[src/rtl/cpu_sequencer_if.sv]
// Bus bundle between program RAM / data-path decoder and the EE1 control sequencer.
// master drives RAM data and control requests; slave is the sequencer itself.
interface cpu_sequencer_if #(
  parameter int IW    = 16,
  parameter int CNT_W = 16
);
  logic [IW-1:0]    MemData;
  logic             Resume;
  logic             MulReady;
  logic             FETCH;
  logic             EXEC1;
  logic             EXEC2;
  logic             EXEC3;
  logic [IW-1:0]    IR_postmux;
  logic [IW-1:0]    IR;
  logic             Halted;
  logic             Retire;
  logic [CNT_W-1:0] InstrCount;

  modport master (
    output MemData, Resume, MulReady,
    input  FETCH, EXEC1, EXEC2, EXEC3, IR_postmux, IR, Halted, Retire, InstrCount
  );

  modport slave (
    input  MemData, Resume, MulReady,
    output FETCH, EXEC1, EXEC2, EXEC3, IR_postmux, IR, Halted, Retire, InstrCount
  );
endinterface

[src/rtl/cpu_sequencer.sv]
// EE1 CPU control sequencer: one-hot FETCH/EXEC timing, IR, STP halt and retire counter.
// Optional macro MUL_WAIT_EN stalls MUL (EXEC2) and MULR (EXEC1) until MulReady.
module cpu_sequencer #(
  parameter int IW    = 16,
  parameter int CNT_W = 16
) (
  input  logic           CLOCK,
  input  logic           RESET,
  cpu_sequencer_if.slave bus
);

  typedef enum logic [2:0] {
    S_FETCH = 3'd0,
    S_EX1   = 3'd1,
    S_EX2   = 3'd2,
    S_EX3   = 3'd3,
    S_HALT  = 3'd4
  } state_t;

  state_t           state_q, state_d;
  logic [IW-1:0]    ir_q, ir_d;
  logic [CNT_W-1:0] cnt_q, cnt_d;
  logic             retire;
  logic [IW-1:0]    ir_postmux;
  logic [3:0]       opc;
  logic [3:0]       sub;
  logic [3:0]       ir_opc;

  // RAM data is only valid in EXEC1; decode it directly then, the latched IR otherwise.
  assign ir_postmux = (state_q == S_EX1) ? bus.MemData : ir_q;
  assign opc        = ir_postmux[IW-1 -: 4];
  assign sub        = ir_postmux[IW-5 -: 4];
  assign ir_opc     = ir_q[IW-1 -: 4];

  always_comb begin
    state_d = state_q;
    retire  = 1'b0;
    case (state_q)
      S_FETCH: state_d = S_EX1;
      S_EX1: begin
        case (opc)
          4'b0000, 4'b0001, 4'b0010, 4'b0011, 4'b0100,
          4'b1110, 4'b1111, 4'b1001: state_d = S_EX2;
          4'b1010: begin
            if (sub == 4'b1000)      state_d = S_EX2;
            else if (sub == 4'b0000) state_d = S_HALT;
            else                     state_d = S_FETCH;
`ifdef MUL_WAIT_EN
            if ((sub == 4'b0110) && !bus.MulReady) state_d = S_EX1;
`endif
          end
          default: state_d = S_FETCH;
        endcase
        retire = (state_d != S_EX2) && (state_d != S_EX1);
      end
      S_EX2: begin
        state_d = (ir_opc == 4'b1001) ? S_EX3 : S_FETCH;
`ifdef MUL_WAIT_EN
        if ((ir_opc == 4'b0100) && !bus.MulReady) state_d = S_EX2;
`endif
        retire = (state_d == S_FETCH);
      end
      S_EX3: begin
        state_d = S_FETCH;
        retire  = 1'b1;
      end
      S_HALT: begin
        if (bus.Resume) state_d = S_FETCH;
      end
      default: state_d = S_FETCH;
    endcase
  end

  assign ir_d  = (state_q == S_EX1) ? bus.MemData : ir_q;
  // Counter saturates rather than wrapping so a long run never reports a small count.
  assign cnt_d = (retire && !(&cnt_q)) ? cnt_q + CNT_W'(1) : cnt_q;

  always_ff @(posedge CLOCK) begin
    if (RESET) begin
      state_q <= S_FETCH;
      ir_q    <= '0;
      cnt_q   <= '0;
    end else begin
      state_q <= state_d;
      ir_q    <= ir_d;
      cnt_q   <= cnt_d;
    end
  end

  assign bus.FETCH      = (state_q == S_FETCH);
  assign bus.EXEC1      = (state_q == S_EX1);
  assign bus.EXEC2      = (state_q == S_EX2);
  assign bus.EXEC3      = (state_q == S_EX3);
  assign bus.Halted     = (state_q == S_HALT);
  assign bus.IR_postmux = ir_postmux;
  assign bus.IR         = ir_q;
  assign bus.Retire     = retire;
  assign bus.InstrCount = cnt_q;

endmodule

[src/flat_wrapper.sv]
// flat-port wrapper written by rule: the top's interface ports become plain ports
module cpu_sequencer_flat 
#(
  parameter int IW    = 16,
  parameter int CNT_W = 16
)
  (CLOCK, RESET, bus_MemData, bus_Resume, bus_MulReady, bus_FETCH, bus_EXEC1, bus_EXEC2, bus_EXEC3, bus_IR_postmux, bus_IR, bus_Halted, bus_Retire, bus_InstrCount);
  cpu_sequencer_if #(.IW(IW), .CNT_W(CNT_W)) bus_i ();
  input  logic CLOCK;
  input  logic RESET;
  input wire logic [$bits(bus_i.MemData)-1:0] bus_MemData;
  input wire logic [$bits(bus_i.Resume)-1:0] bus_Resume;
  input wire logic [$bits(bus_i.MulReady)-1:0] bus_MulReady;
  output wire logic [$bits(bus_i.FETCH)-1:0] bus_FETCH;
  output wire logic [$bits(bus_i.EXEC1)-1:0] bus_EXEC1;
  output wire logic [$bits(bus_i.EXEC2)-1:0] bus_EXEC2;
  output wire logic [$bits(bus_i.EXEC3)-1:0] bus_EXEC3;
  output wire logic [$bits(bus_i.IR_postmux)-1:0] bus_IR_postmux;
  output wire logic [$bits(bus_i.IR)-1:0] bus_IR;
  output wire logic [$bits(bus_i.Halted)-1:0] bus_Halted;
  output wire logic [$bits(bus_i.Retire)-1:0] bus_Retire;
  output wire logic [$bits(bus_i.InstrCount)-1:0] bus_InstrCount;
  assign bus_i.MemData = bus_MemData;
  assign bus_i.Resume = bus_Resume;
  assign bus_i.MulReady = bus_MulReady;
  assign bus_FETCH = bus_i.FETCH;
  assign bus_EXEC1 = bus_i.EXEC1;
  assign bus_EXEC2 = bus_i.EXEC2;
  assign bus_EXEC3 = bus_i.EXEC3;
  assign bus_IR_postmux = bus_i.IR_postmux;
  assign bus_IR = bus_i.IR;
  assign bus_Halted = bus_i.Halted;
  assign bus_Retire = bus_i.Retire;
  assign bus_InstrCount = bus_i.InstrCount;
  cpu_sequencer #(.IW(IW), .CNT_W(CNT_W)) u_core (.CLOCK(CLOCK), .RESET(RESET), .bus(bus_i));
endmodule
[config.mk]
export PLATFORM = sky130hd
export DESIGN_NAME = cpu_sequencer_flat
export DESIGN_NICKNAME = d
export VERILOG_FILES = /design/src/rtl/cpu_sequencer_if.sv /design/src/rtl/cpu_sequencer.sv /design/src/flat_wrapper.sv
export SDC_FILE = /design/constraint.sdc
export NUM_CORES = 1
export LEC_CHECK = 0
export BUFFER_PORTS_ARGS = -buffer_cell sky130_fd_sc_hd__buf_2
export CAP_MARGIN = 0
export CELL_PAD_IN_SITES_DETAIL_PLACEMENT = 0
export CELL_PAD_IN_SITES_GLOBAL_PLACEMENT = 1
export CORE_ASPECT_RATIO = 0.7
export CORE_MARGIN = 5
export CORE_UTILIZATION = 30
export DETAILED_ROUTE_END_ITERATION = 8
export GPL_TIMING_DRIVEN = 0
export HOLD_SLACK_MARGIN = 0.06
export PLACE_DENSITY = 0.8
export SYNTH_ARGS = -nofsm -noshare
export SYNTH_HDL_FRONTEND = slang
export SYNTH_SLANG_ARGS = --single-unit
[constraint.sdc]
create_clock -name CLOCK -period 4.07 [get_ports CLOCK]
set_input_delay 0.407 -clock CLOCK [delete_from_list [all_inputs] [get_ports CLOCK]]
set_output_delay 0.407 -clock CLOCK [all_outputs]
set_load 0.02 [all_outputs]
* Word level (Yosys, flattened, before mapping) *
Index checks and enable logic that the tools add are counted.
Widths: inputs -> output; s select.

storage, ports and cells
  register bits = 35
  bits in latches = 0
  bits in writable memories = 0
  memory bits (read-only) = 0
  bits of input ports = 20
  word-level logic and storage cells = 39
  memories = 0

cells by class
  add/sub/neg operators = 1
  multipliers = 0
  divide/modulo/power cells = 0
  magnitude comparators = 0
  equal/unequal tests = 17
  shifts and indexed selects = 0
  multiplexer cells = 9
  bitwise gates (word level) = 0
  reduce and logical (&&, ||, !) cells = 9

operator list
  kind                   number
  $eq 4x4->1 const B     6
  $add 16x1->16 const B  1
  $mux 16                1
  $reduce_and 16->1      1
  $mux 3                 4
  $pmux 3 s4             1
  $eq 4x2->1 const B     2
  $logic_not 4->1        2
  $reduce_or 8->1        1
  $eq 3x2->1 const B     2
  $logic_not 3->1        2
  $pmux 3 s2             1
  $eq 4x1->1 const B     1
  $eq 4x3->1 const B     1
  $eq 3x1->1 const B     1
  $eq 3x3->1 const B     1
  $ne 3x1->1 const B     1
  $ne 3x2->1 const B     1
  $pmux 1 s3             1
  $logic_and 1x1->1      2
  $mux 2                 1
  $ne 2x2->1 const B     1
  $logic_not 1->1        1

* Depth between registers and ports, before layout *
Gate-level depths: netlist of the first run.

  depth after elaboration = 11
  gate-level depth with buffers = 8

* Least setup slack after synthesis of the first run *
OpenSTA, ideal clock, no wires.

  kind = input-to-reg
  start = input port bus_MemData[10]
  end = register u_core.cnt_q[14] (netlist: u_core.bus.InstrCount[14])
  data arrival time = 2.288 ns
  required time = 3.949 ns
  path slack = 1.661 ns
  cell stages on the path = 7
  cell sequence = or4_1 or3_4 nor4b_4 nor2_1 inv_2 and4_1 mux2_2

between the ends
  cells in the longest elaborated chain, start to end = 10

RTL lines
  item                                      RTL line             text
  start: declaration                        flat_wrapper.sv:11   input wire logic [$bits(bus_i.MemData)-1:0] bus_MemData;
  $mux 16 (*)                               cpu_sequencer.sv:30  assign ir_postmux = (state_q == S_EX1) ? bus.MemData : ir_q;
  $logic_not 4->1                           cpu_sequencer.sv:46  else if (sub == 4'b0000) state_d = S_HALT;
  $mux 3                                    cpu_sequencer.sv:46
  $mux 3 (*)                                cpu_sequencer.sv:45  if (sub == 4'b1000) state_d = S_EX2;
  $pmux 3 s2 (*)                            cpu_sequencer.sv:41  case (opc)
  $mux 3 (*)                                cpu_sequencer.sv:38  case (state_q)
  $ne 3x2->1 or $ne 3x1->1 (tied branches)  cpu_sequencer.sv:54  retire = (state_d != S_EX2) && (state_d != S_EX1);
  $logic_and 1x1->1 (*)                     cpu_sequencer.sv:54
  $pmux 1 s3 (*)                            cpu_sequencer.sv:38
  via bus_Retire                            flat_wrapper.sv:21   output wire logic [$bits(bus_i.Retire)-1:0] bus_Retire;
  $logic_and 1x1->1 (*)                     cpu_sequencer.sv:76  assign cnt_d = (retire && !(&cnt_q)) ? cnt_q + CNT_W'(1) : cnt_q;
  end signal: assignment                    cpu_sequencer.sv:86  cnt_q <= cnt_d;
  end: declaration                          cpu_sequencer.sv:22  logic [CNT_W-1:0] cnt_q, cnt_d;

The timed path passes the listed nets; every way through them passes the cells marked *. The select of a mux whose other input is x is not followed.
A chain may end at the register's enable or synchronous reset.

* Final worst setup path of the first run *
  start = register u_core.state_q[0]
  end = output port bus_IR_postmux[13]

between the ends
  cells in the longest elaborated chain, start to end = 2

RTL lines
  item                      RTL line             text
  start: declaration        cpu_sequencer.sv:20  state_t state_q, state_d;
  start signal: assignment  cpu_sequencer.sv:84  state_q <= state_d;
  $eq 3x1->1                cpu_sequencer.sv:30
  $mux 16                   cpu_sequencer.sv:30
  end: declaration          flat_wrapper.sv:18   output wire logic [$bits(bus_i.IR_postmux)-1:0] bus_IR_postmux;

No other way between the ends.

==> results.tsv, run 1 <==
stage	metric	value	unit
synthesis	Syn. warnings	0	
synthesis	area leader, netlist	dfxtp_1	
placement	post-DP HPWL	3700	microns
finish	commonest non-fill, non-tap cell in the layout	buf_2	
routing	Avg WL per Cell	12.9	microns
cts	CTS max path bufs	2	
global_route	overall routing resource usage	13.3	%
synthesis	ranking of synthesized cells by area	dfxtp_1, nand2_1, nor2b_1, a21oi_1, or3_1	
floorplanning	die area	7290	sq um
synthesis	synthesis-stage register bit count	35	
outcome	status	complete, no violations	
global_route	vias in the first global route	1590	
sta	worst hold slack	0.429	ns
power	worst IR drop on VDD	0.000128	V
sta	Setup Total Neg Slack	0	ns
sta	final period utilization	67.0	%
setup_path	Crit Path Max Fanout	10	
cts	Clk Latency, worst-skew pair	0.29	ns
cts	CTS Hold Bufs	0	
cts	CTS buffer count	5	
finish	most frequent cells in the layout	buf_2, nand2_1, dfxtp_1	
sta	clk_skew	0.00889	ns
finish	fin nets	317	
setup_path	Worst EP arrival	2.32	ns
worst_hold_path	HP Class	input port to flip-flop	
finish	FF+latch area	701	sq um
finish	Final Util	42.2	%
routing	Detailed Routing Iterations Pass 1	4	
setup_path	Req. time, crit path	3.66	ns
cts	post_cts resized	0	
cts	setup bufs post-CTS	0	
flow_run	Max-cap violations	0	
routing	Via density	4.73	
synthesis	post-synthesis cell count	217	
synthesis	largest family of logic cells by synthesized area	simple AND/OR/NAND/NOR gates	
sta	Pins Over Slew Limit	0	
sta	RSZ-0062 raised after global routing	false	
global_route	grt ovf	0	
synthesis	Adder-Cell Fraction of Synth Area	0.737	%
setup_path	crit end category	output port	
routing	DR iter-0 viols	86	
sta	FMAX	367	MHz
routing	Vias	1746	
finish	layout cells sized above 1	30.6	%
sta	Least-Margin Pin Slew	0.562	ns
setup_path	crit-path cells	inv_2 -> or3_1 -> buf_2 -> clkinv_1 -> clkbuf_1 -> nand2_1 -> nand2_1 -> buf_2	
setup_path	slowest stage delay, CP	0.42	ns
synthesis	complex-gate fraction of the synthesized area	11.4	%
setup_path	CP max-delay cell	dfxtp_1	
setup_path	crit start category	flip-flop	
placement	gpl congestion	0.741	
floorplanning	DIE HEIGHT	72.9	microns
setup_path	crit path buf inv count	5	
synthesis	simple-gate share of the synthesized area	40.2	%
sta	Rel. slew slack	62.5	%
floorplanning	die extent in x	99.9	microns
floorplanning	area of the core	5370	sq um
synthesis	Post-Synth XOR/XNOR Area	0.516	%
cts	CTS clk-pin slew, worst paths	0.07	ns
sta	final setup margin	1.34	ns
global_route	pin count of the biggest net entering global routing	12	
global_route	initial antenna violation count	0	
sta	minimum clock period	2.73	ns
finish	multi-input logic area	942	sq um
finish	ANT cells	0	
floorplanning	Rows	22	
power	cell area power density	377	nW/um^2
routing	DRC Markers	0	
synthesis	Distinct cells, synth	37	
global_route	first-pass GRT wire length	7800	microns
synthesis	Mapped Avg Cell Area	7.82	sq um
finish	Fill cells	567	
synthesis	post-synth net total	238	
setup_path	Crit path max-delay family	buffers and inverters	
placement	input/output buffers	72	
sta	Final Hold Vio Count	0	
power	total chip power	0.853	mW
setup_path	crit path kind	flip-flop to output port	
routing	post-route ant nets	0	
synthesis	Mapped Area	1700	sq um
power	Leakage	1.08	nW
routing	final wirelength	4750	microns
cts	CTS root buf	clkbuf_8	
floorplanning	Top Ports	74	
synthesis	sequential share of the synthesized area	41.3	%
finish	Layout area overhead	33.5	%
cts	clock sinks	35	
cts	H-tree depth	2	
synthesis	post-synthesis mux area share	2.58	%
cts	CTS tree	done	
synthesis	share of the synthesized area in the top cell type	41.3	%
floorplanning	initial core utilization	31.6	%
placement	Place WS	1.43	ns
sta	endpoints failing setup	0	
Yosys cell counts (all sizes together):
| library cell | n |
|---|---|
| a2111oi | 1 |
| a21oi | 14 |
| and2 | 2 |
| and3 | 3 |
| and4 | 3 |
| buf | 2 |
| clkbuf | 7 |
| clkinv | 1 |
| dfxtp | 35 |
| ha | 1 |
| inv | 4 |
| mux2 | 3 |
| mux2i | 1 |
| nand2 | 56 |
| nand2b | 2 |
| nand3 | 5 |
| nand4 | 7 |
| nand4b | 1 |
| nor2 | 13 |
| nor2b | 19 |
| nor3 | 3 |
| nor3b | 1 |
| nor4 | 1 |
| nor4b | 2 |
| o211ai | 1 |
| o21ai | 9 |
| o31ai | 3 |
| o32ai | 1 |
| o41ai | 1 |
| or3 | 11 |
| or4 | 3 |
| xor2 | 1 |
stage by stage:
step,instance area [sq um],cells
6_report,2270,369
5_1_grt,2270,369
2_1_floorplan,1700,217
4_1_cts,2270,369
3_5_place_dp,2150,361
3_3_place_gp,2150,361
state kept, by name (all words and copies together) (netlist names):
name and cells:
u_core.bus.InstrCount 16, u_core.bus.IR 16, u_core.state_q 3
cells by family (layout without fill, tap and decap cells):
logic type / count (synthesis) / count (layout)
mux: 4 / 4
buf+inv: 14 / 94
xor+xnor: 1 / 1
flops: 35 / 35
compound gates: 30 / 30
simple gates: 132 / 132
fa+ha+maj: 1 / 1
worst min-delay path, stage by stage:
cell and delay (ns):
buf_2 0.09, inv_1 0.04, a21oi_1 0.06, nor2_1 0.07
report_power, final:
group	switching (mW)	internal [mW]	total [mW]
combinational	0.108	0.0544	0.162
sequential	0.0108	0.356	0.367
clock	0.126	0.198	0.324
total	0.245	0.609	0.853
layout make-up:
class                           instances  share of cell area (%)
Clock buffer                            6                    3.64
Clock inverter                          2                    1.55
Inverter                                5                   0.828
Multi-Input combinational cell        168                    41.6
Tap cell                               72                    3.98
Timing Repair Buffer                   72                    15.9
Sequential cell                        35                    30.9
Buffer                                  9                    1.60
per-layer routing:
| metal | wire length [microns] | track usage [%] | share of wire, % |
|---|---|---|---|
| met5 | 0 | 0 | 0 |
| met4 | 36 | 4.55 | 0.76 |
| met3 | 314 | 3.25 | 6.6 |
| met2 | 2080 | 19.8 | 44 |
| met1 | 2330 | 18.6 | 49 |
final timing paths:
kind	cells past startpoint	startpoint	slack [ns]	to
setup / recovery	8	u_core.state_q[0]	1.34	bus_IR_postmux[13]
hold / removal	4	bus_Resume	0.43	u_core.state_q[2]
setup reg to reg	7	u_core.state_q[0]	1.70	u_core.bus.InstrCount[12]
hold reg to reg	2	u_core.bus.InstrCount[8]	0.50	u_core.bus.InstrCount[8]
Note: power is estimated with default switching activity, not from simulation.
==> run 2, diff against run 1 <==
- clock period: 4.07 -> 2.78 ns (I/O delays scaled with it)
==> results.tsv, run 2 (same netlist as run 1, synthesis figures left out) <==
stage	metric	value	unit	change
cts	CTS Hold Bufs	0		unchanged
floorplanning	DIE HEIGHT	72.9	microns	unchanged
sta	clk_skew	0.0107	ns	was 0.00889 ns
setup_path	R2R setup slack	0.42	ns	was 1.70 ns
cts	setup bufs post-CTS	0		unchanged
finish	Final Util	42.1	%	was 42.2%
global_route	overall routing resource usage	13.3	%	unchanged
worst_hold_path	hold_sp	bus_Resume		unchanged
setup_path	Worst EP arrival	2.11	ns	was 2.32 ns
floorplanning	die area	7290	sq um	unchanged
setup_path	Worst Setup SP	u_core.state_q[0]		unchanged
global_route	pin count of the biggest net entering global routing	12		unchanged
cts	post_cts resized	0		unchanged
setup_path	slowest stage delay, CP	0.42	ns	about the same
placement	post-DP HPWL	3700	microns	unchanged
finish	ANT cells	0		unchanged
sta	Final Hold Vio Count	0		unchanged
finish	fin nets	316		was 317
cts	CTS buffer count	5		unchanged
cts	CTS tree	done		unchanged
routing	Via density	4.73		about the same
sta	Setup Total Neg Slack	0	ns	unchanged
power	cell area power density	553	nW/um^2	was 377 nW/um^2
finish	most frequent cells in the layout	buf_2, nand2_1, dfxtp_1		unchanged
setup_path	Crit Path Max Fanout	10		unchanged
power	Leakage	1.08	nW	about the same
routing	Detailed Routing Iterations Pass 1	4		unchanged
sta	Pins Over Slew Limit	0		unchanged
sta	RSZ-0062 raised after global routing	false		unchanged
setup_path	worst reg2reg path endpoint	u_core.bus.InstrCount[12]		unchanged
flow_run	Max-cap violations	0		unchanged
global_route	first-pass GRT wire length	7800	microns	unchanged
cts	CTS max path bufs	2		unchanged
finish	Layout area overhead	33.2	%	was 33.5%
cts	CTS clk-pin slew, worst paths	0.07	ns	about the same
sta	final period utilization	86.1	%	
global_route	vias in the first global route	1590		unchanged
global_route	initial antenna violation count	0		unchanged
cts	Clk Latency, worst-skew pair	0.29	ns	about the same
floorplanning	initial core utilization	31.6	%	unchanged
sta	minimum clock period	2.39	ns	
setup_path	R2R depth	7		unchanged
setup_path	crit end category	output port		unchanged
finish	commonest non-fill, non-tap cell in the layout	buf_2		unchanged
setup_path	crit start category	flip-flop		unchanged
finish	multi-input logic area	942	sq um	unchanged
sta	FMAX	418	MHz	
setup_path	Critical R2R Launch	u_core.state_q[0]		unchanged
power	worst IR drop on VDD	0.000188	V	was 0.000128 V
finish	Fill cells	566		was 567
floorplanning	Rows	22		unchanged
floorplanning	area of the core	5370	sq um	unchanged
floorplanning	die extent in x	99.9	microns	unchanged
cts	CTS root buf	clkbuf_8		unchanged
outcome	status	complete, no violations		unchanged
setup_path	crit path kind	flip-flop to output port		unchanged
setup_path	Req. time, crit path	2.50	ns	was 3.66 ns
sta	Rel. slew slack	60.8	%	was 62.5%
global_route	grt ovf	0		unchanged
cts	clock sinks	35		unchanged
floorplanning	Top Ports	74		unchanged
routing	DR iter-0 viols	77		was 86
routing	Avg WL per Cell	12.9	microns	about the same
finish	layout cells sized above 1	30.7	%	was 30.6%
routing	Vias	1739		was 1746
sta	endpoints failing setup	0		unchanged
finish	FF+latch area	701	sq um	unchanged
setup_path	crit-path cells	inv_2 -> or3_1 -> buf_2 -> o32ai_4 -> nor2_1 -> inv_2 -> buf_2		was inv_2 -> or3_1 -> buf_2 -> clkinv_1 -> clkbuf_1 -> nand2_1 -> nand2_1 -> buf_2
routing	final wirelength	4750	microns	about the same
placement	input/output buffers	72		unchanged
setup_path	Worst Setup EP	bus_Retire		was bus_IR_postmux[13]
routing	post-route ant nets	0		unchanged
cts	H-tree depth	2		unchanged
sta	Least-Margin Pin Slew	0.589	ns	was 0.562 ns
routing	DRC Markers	0		unchanged
setup_path	CP max-delay cell	dfxtp_1		unchanged
placement	gpl congestion	0.741		unchanged
worst_hold_path	HP Class	input port to flip-flop		unchanged
run 2: changes by cell type in the layout (fill, tap and decap cells not counted):
cell	delta
clkbuf_1	-1
run 2: worst min path at each step:
stage          cells past startpoint                  endpoint  slack (ns)
3_5_place_dp                       2  u_core.bus.InstrCount[8]        0.49
3_3_place_gp                       2  u_core.bus.InstrCount[8]        0.48
5_1_grt                            4         u_core.state_q[2]        0.34
4_1_cts                            4         u_core.state_q[2]        0.29
6_report                           4         u_core.state_q[2]        0.30
2_1_floorplan                      1         u_core.state_q[0]        0.45
run 2: critical path, delay by kind of cell (launching register included):
family	cells	cell delay (ns)
buffers and inverters	4	0.52
and+or+nand+nor	2	0.58
AOI/OAI and AO/OA	1	0.30
DFF	1	0.42
run 2: layout make-up:
cell class | count | share of cell area (%)
multi-input cells | 168 | 41.6
clock inverters | 2 | 1.55
inverters | 5 | 0.830
plain buffers | 8 | 1.44
flip-flops and latches | 35 | 31.0
clock buffers | 6 | 3.65
well taps | 72 | 3.98
repair buffers | 72 | 15.9
run 2: per-stage QoR:
| step | total power, mW | area [sq um] | hold slack [ns] | std cells | setup slack, ns |
|---|---|---|---|---|---|
| after floorplan | 0.700 | 1700 | 0.453 | 217 | 0.500 |
| after global placement | 0.790 | 2150 | 0.485 | 361 | 0.268 |
| after detailed placement | 0.790 | 2150 | 0.487 | 361 | 0.268 |
| after CTS | 1.27 | 2270 | 0.293 | 369 | 0.121 |
| after global routing | 1.31 | 2260 | 0.338 | 368 | 0.217 |
| final | 1.25 | 2260 | 0.300 | 368 | 0.388 |
run 2: routing by layer:
metal | vias up | routed length, microns | GRT usage, %
li1 | 907 | - | -
met1 | 781 | 2370 | 18.6
met2 | 46 | 2060 | 19.8
met3 | 5 | 292 | 3.25
met4 | 0 | 36 | 4.55
met5 | - | 0 | 0
run 2: where the power goes:
group / internal (mW) / total, mW / switching (mW)
Clock: 0.290 / 0.476 / 0.186
Combinational: 0.0790 / 0.237 / 0.158
Sequential: 0.522 / 0.537 / 0.0158
==> run 3, diff against run 2 <==
- ABC_AREA: default -> 1
- PLACE_DENSITY: 0.8 -> 0.68
==> results.tsv, run 3 <==
stage	metric	value	unit	change
outcome	status	complete, no violations		unchanged
routing	Via density	4.40		was 4.73
setup_path	crit start category	flip-flop		unchanged
setup_path	worst reg2reg path endpoint	u_core.bus.InstrCount[3]		was u_core.bus.InstrCount[12]
power	clock power share	25.2	%	was 38.1%
sta	worst hold slack	0.245	ns	was 0.300 ns
sta	Least-Margin Pin Slew	0.714	ns	was 0.589 ns
cts	clock sinks	35		unchanged
power	Leakage	1.29	nW	was 1.08 nW
worst_hold_path	hold_sp	bus_MemData[1]		was bus_Resume
floorplanning	Rows	25		was 22
setup_path	Crit Path Max Fanout	10		unchanged
setup_path	crit end category	output port		unchanged
finish	ANT cells	0		unchanged
cts	H-tree depth	2		unchanged
synthesis	post-synth net total	309		was 238
placement	Post-DP Area	2560	sq um	was 2150 sq um
setup_path	Critical R2R Launch	u_core.bus.InstrCount[0]		was u_core.state_q[0]
floorplanning	area of the core	6760	sq um	was 5370 sq um
floorplanning	die area	8740	sq um	was 7290 sq um
global_route	initial antenna violation count	0		unchanged
synthesis	Syn. warnings	0		unchanged
floorplanning	die extent in x	110	microns	was 99.9 microns
cts	CTS Hold Bufs	0		unchanged
sta	Setup Total Neg Slack	0	ns	unchanged
setup_path	Req. time, crit path	2.50	ns	about the same
setup_path	CP max-delay cell	clkbuf_1		was dfxtp_1
sta	Pins Over Slew Limit	0		unchanged
worst_hold_path	HP Class	input port to flip-flop		unchanged
synthesis	share of the synthesized area in the top cell type	33.6	%	was 41.3%
global_route	first-pass GRT wire length	9600	microns	was 7800 microns
setup_path	R2R setup slack	0.55	ns	was 0.42 ns
finish	Layout area overhead	27.0	%	was 33.2%
placement	gpl congestion	0.826		was 0.741
cts	CTS buffer count	5		unchanged
routing	Top Layer Used	met4		unchanged
routing	Avg WL per Cell	12.5	microns	was 12.9 microns
sta	endpoints failing setup	0		unchanged
routing	Met3 Wirelength	325	microns	was 292 microns
synthesis	Distinct cells, synth	29		was 37
floorplanning	Top Ports	74		unchanged
power	total chip power	1.51	mW	was 1.25 mW
power	cell area power density	572	nW/um^2	was 553 nW/um^2
flow_run	Max-cap violations	0		unchanged
synthesis	main flop type after synthesis	dfxtp_1		unchanged
placement	Place WS	0.464	ns	was 0.268 ns
routing	Detailed Routing Iterations Pass 1	4		unchanged
finish	final instance area	2650	sq um	was 2260 sq um
synthesis	synthesis-stage register bit count	35		unchanged
worst_hold_path	Hold Path End	u_core.bus.IR[1]		was u_core.state_q[2]
setup_path	crit-path cells	inv_2 -> nand3_2 -> buf_4 -> inv_1 -> clkbuf_1 -> clkbuf_2 -> a21oi_1 -> buf_2		was inv_2 -> or3_1 -> buf_2 -> o32ai_4 -> nor2_1 -> inv_2 -> buf_2
cts	CTS clk-pin slew, worst paths	0.07	ns	about the same
synthesis	number of synthesized flops with an enable pin	0		unchanged
setup_path	Worst EP arrival	2.22	ns	was 2.11 ns
sta	FMAX	400	MHz	was 418 MHz
finish	Fill cells	760		was 566
routing	post-route ant nets	0		unchanged
sta	Final Hold Vio Count	0		unchanged
setup_path	slowest stage delay, CP	0.40	ns	was 0.42 ns
power	Switching Fraction	38.7	%	was 28.7%
synthesis	Mapped Avg Cell Area	7.23	sq um	was 7.82 sq um
synthesis	Mapped Area	2080	sq um	was 1700 sq um
power	worst IR drop on VDD	0.000265	V	was 0.000188 V
finish	Final Util	39.1	%	was 42.1%
setup_path	crit path buf inv count	6		was 4
synthesis	ranking of synthesized cells by area	dfxtp_1, nand2_1, inv_1, nand3_1, nand2_2		was dfxtp_1, nand2_1, nor2b_1, a21oi_1, or3_1
power	Net Sw Power	0.586	mW	was 0.359 mW
routing	DR iter-0 viols	57		was 77
power	sequential power share	37.4	%	was 43.0%
placement	input/output buffers	71		was 72
routing	DRC Markers	0		unchanged
cts	CTS root buf	clkbuf_8		unchanged
synthesis	most frequent cell after synthesis	nand2_1		unchanged
power	internal power	0.928	mW	was 0.891 mW
sta	clk_skew	0.00445	ns	was 0.0107 ns
finish	fin nets	387		was 316
sta	RSZ-0062 raised after global routing	false		unchanged
global_route	overall routing resource usage	13.8	%	was 13.3%
power	combinational share of power	37.4	%	was 18.9%
global_route	pin count of the biggest net entering global routing	11		was 12
sta	final period utilization	90.0	%	was 86.1%
synthesis	area leader, netlist	dfxtp_1		unchanged
floorplanning	initial core utilization	30.8	%	was 31.6%
worst_hold_path	hold path depth	3		was 4
floorplanning	DIE HEIGHT	79.7	microns	was 72.9 microns
global_route	vias in the first global route	2013		was 1590
finish	commonest non-fill, non-tap cell in the layout	buf_2		unchanged
cts	CTS tree	done		unchanged
cts	Clk Latency, worst-skew pair	0.28	ns	was 0.29 ns
synthesis	Post-synth top cells	nand2_1, inv_1, dfxtp_1, nand3_1, nand2_2		was nand2_1, dfxtp_1, nor2b_1, a21oi_1, nor2_1
synthesis	sequential share of the synthesized area	33.6	%	was 41.3%
finish	layout cells sized above 1	37.4	%	was 30.7%
cts	CTS max path bufs	2		unchanged
placement	post-DP HPWL	4430	microns	was 3700 microns
sta	Rel. slew slack	52.0	%	was 60.8%
routing	WL met2	2400	microns	was 2060 microns
setup_path	R2R depth	7		unchanged
routing	final wirelength	5770	microns	was 4750 microns
finish	final cell count without fillers	460		was 368
finish	most frequent cells in the layout	buf_2, nand2_1, inv_1		was buf_2, nand2_1, dfxtp_1
routing	Vias	2025		was 1739
sta	minimum clock period	2.50	ns	was 2.39 ns
synthesis	Async S/R FF share, synth	0	%	unchanged
synthesis	post-synthesis cell count	288		was 217
sta	final setup margin	0.279	ns	was 0.388 ns
placement	post-placement cell count	453		was 361
global_route	grt ovf	0		unchanged
setup_path	Crit path max-delay family	buffers and inverters		was simple AND/OR/NAND/NOR gates
setup_path	crit path kind	flip-flop to output port		unchanged
routing	WL met1	2980	microns	was 2370 microns
[run 3: cell count changes after synthesis, moves of 8 or more]
cell and change:
o21ai_0 -8, a21oi_2 +10, inv_1 +38, a211oi_1 +8
nor2b_1 -19, nand2_2 +20, nand2_1 -12, xor2_1 +8
nand3_1 +25, or2_2 +8, or3_1 -10
[run 3: worst max-delay path by stage]
stage	startpoint	to	slack (ns)	cells after the start
6_report	u_core.state_q[1]	bus_IR_postmux[6]	0.28	8
5_1_grt	u_core.state_q[1]	bus_IR_postmux[6]	0.07	8
2_1_floorplan	u_core.state_q[0]	bus_IR_postmux[0]	0.75	6
3_5_place_dp	u_core.state_q[1]	bus_IR_postmux[6]	0.46	8
4_1_cts	u_core.state_q[2]	bus_IR_postmux[6]	0.12	8
3_3_place_gp	u_core.state_q[1]	bus_IR_postmux[0]	0.42	8
[run 3: timing repair]
action	in CTS	in global routing
setup endpoints to repair	0	9
gates resized for setup	0	1
setup buffers	0	0
[run 3: layer usage]
metal,vias up,GRT usage [%]
met5,-,0
met1,896,19.6
met4,0,3.36
li1,1081,-
met2,43,20.2
met3,5,4.12
[run 3: area by class of cell]
| class | count | area, sq um | share of cell area (%) |
|---|---|---|---|
| Inverter | 44 | 165 | 6.24 |
| Clock buffer | 6 | 82.6 | 3.12 |
| Tap cell | 94 | 118 | 4.45 |
| Timing Repair Buffer | 71 | 355 | 13.4 |
| Buffer | 12 | 85.1 | 3.22 |
| Sequential cell | 35 | 701 | 26.5 |
| Multi-Input combinational cell | 197 | 1130 | 42.9 |
| Clock inverter | 1 | 5.00 | 0.189 |
[run 3: worst min-delay path, delay by kind of cell]
| kind | cells | cell delay, ns |
|---|---|---|
| compound gates | 1 | 0.06 |
| buf+inv | 2 | 0.14 |
[run 3: power groups by stage]
stage / logic (mW) / clock network, mW / registers (mW)
floorplan: 0.363 / 0 / 0.616
global placement: 0.570 / 0 / 0.577
detailed placement: 0.569 / 0 / 0.578
CTS: 0.572 / 0.398 / 0.566
global route: 0.625 / 0.422 / 0.572
finish: 0.566 / 0.382 / 0.566
[run 3: logic make-up (layout without fill, tap and decap cells)]
family	count (synthesis)	in the layout	share of synthesized area (%)
xor gates and xnor gates	14	14	5.89
AOI/OAI and AO/OA	36	36	11.5
DFF	35	35	33.6
buffers and inverters	56	134	12.0
adders and majority gates	1	1	0.601
and+or+nand+nor	146	146	36.4
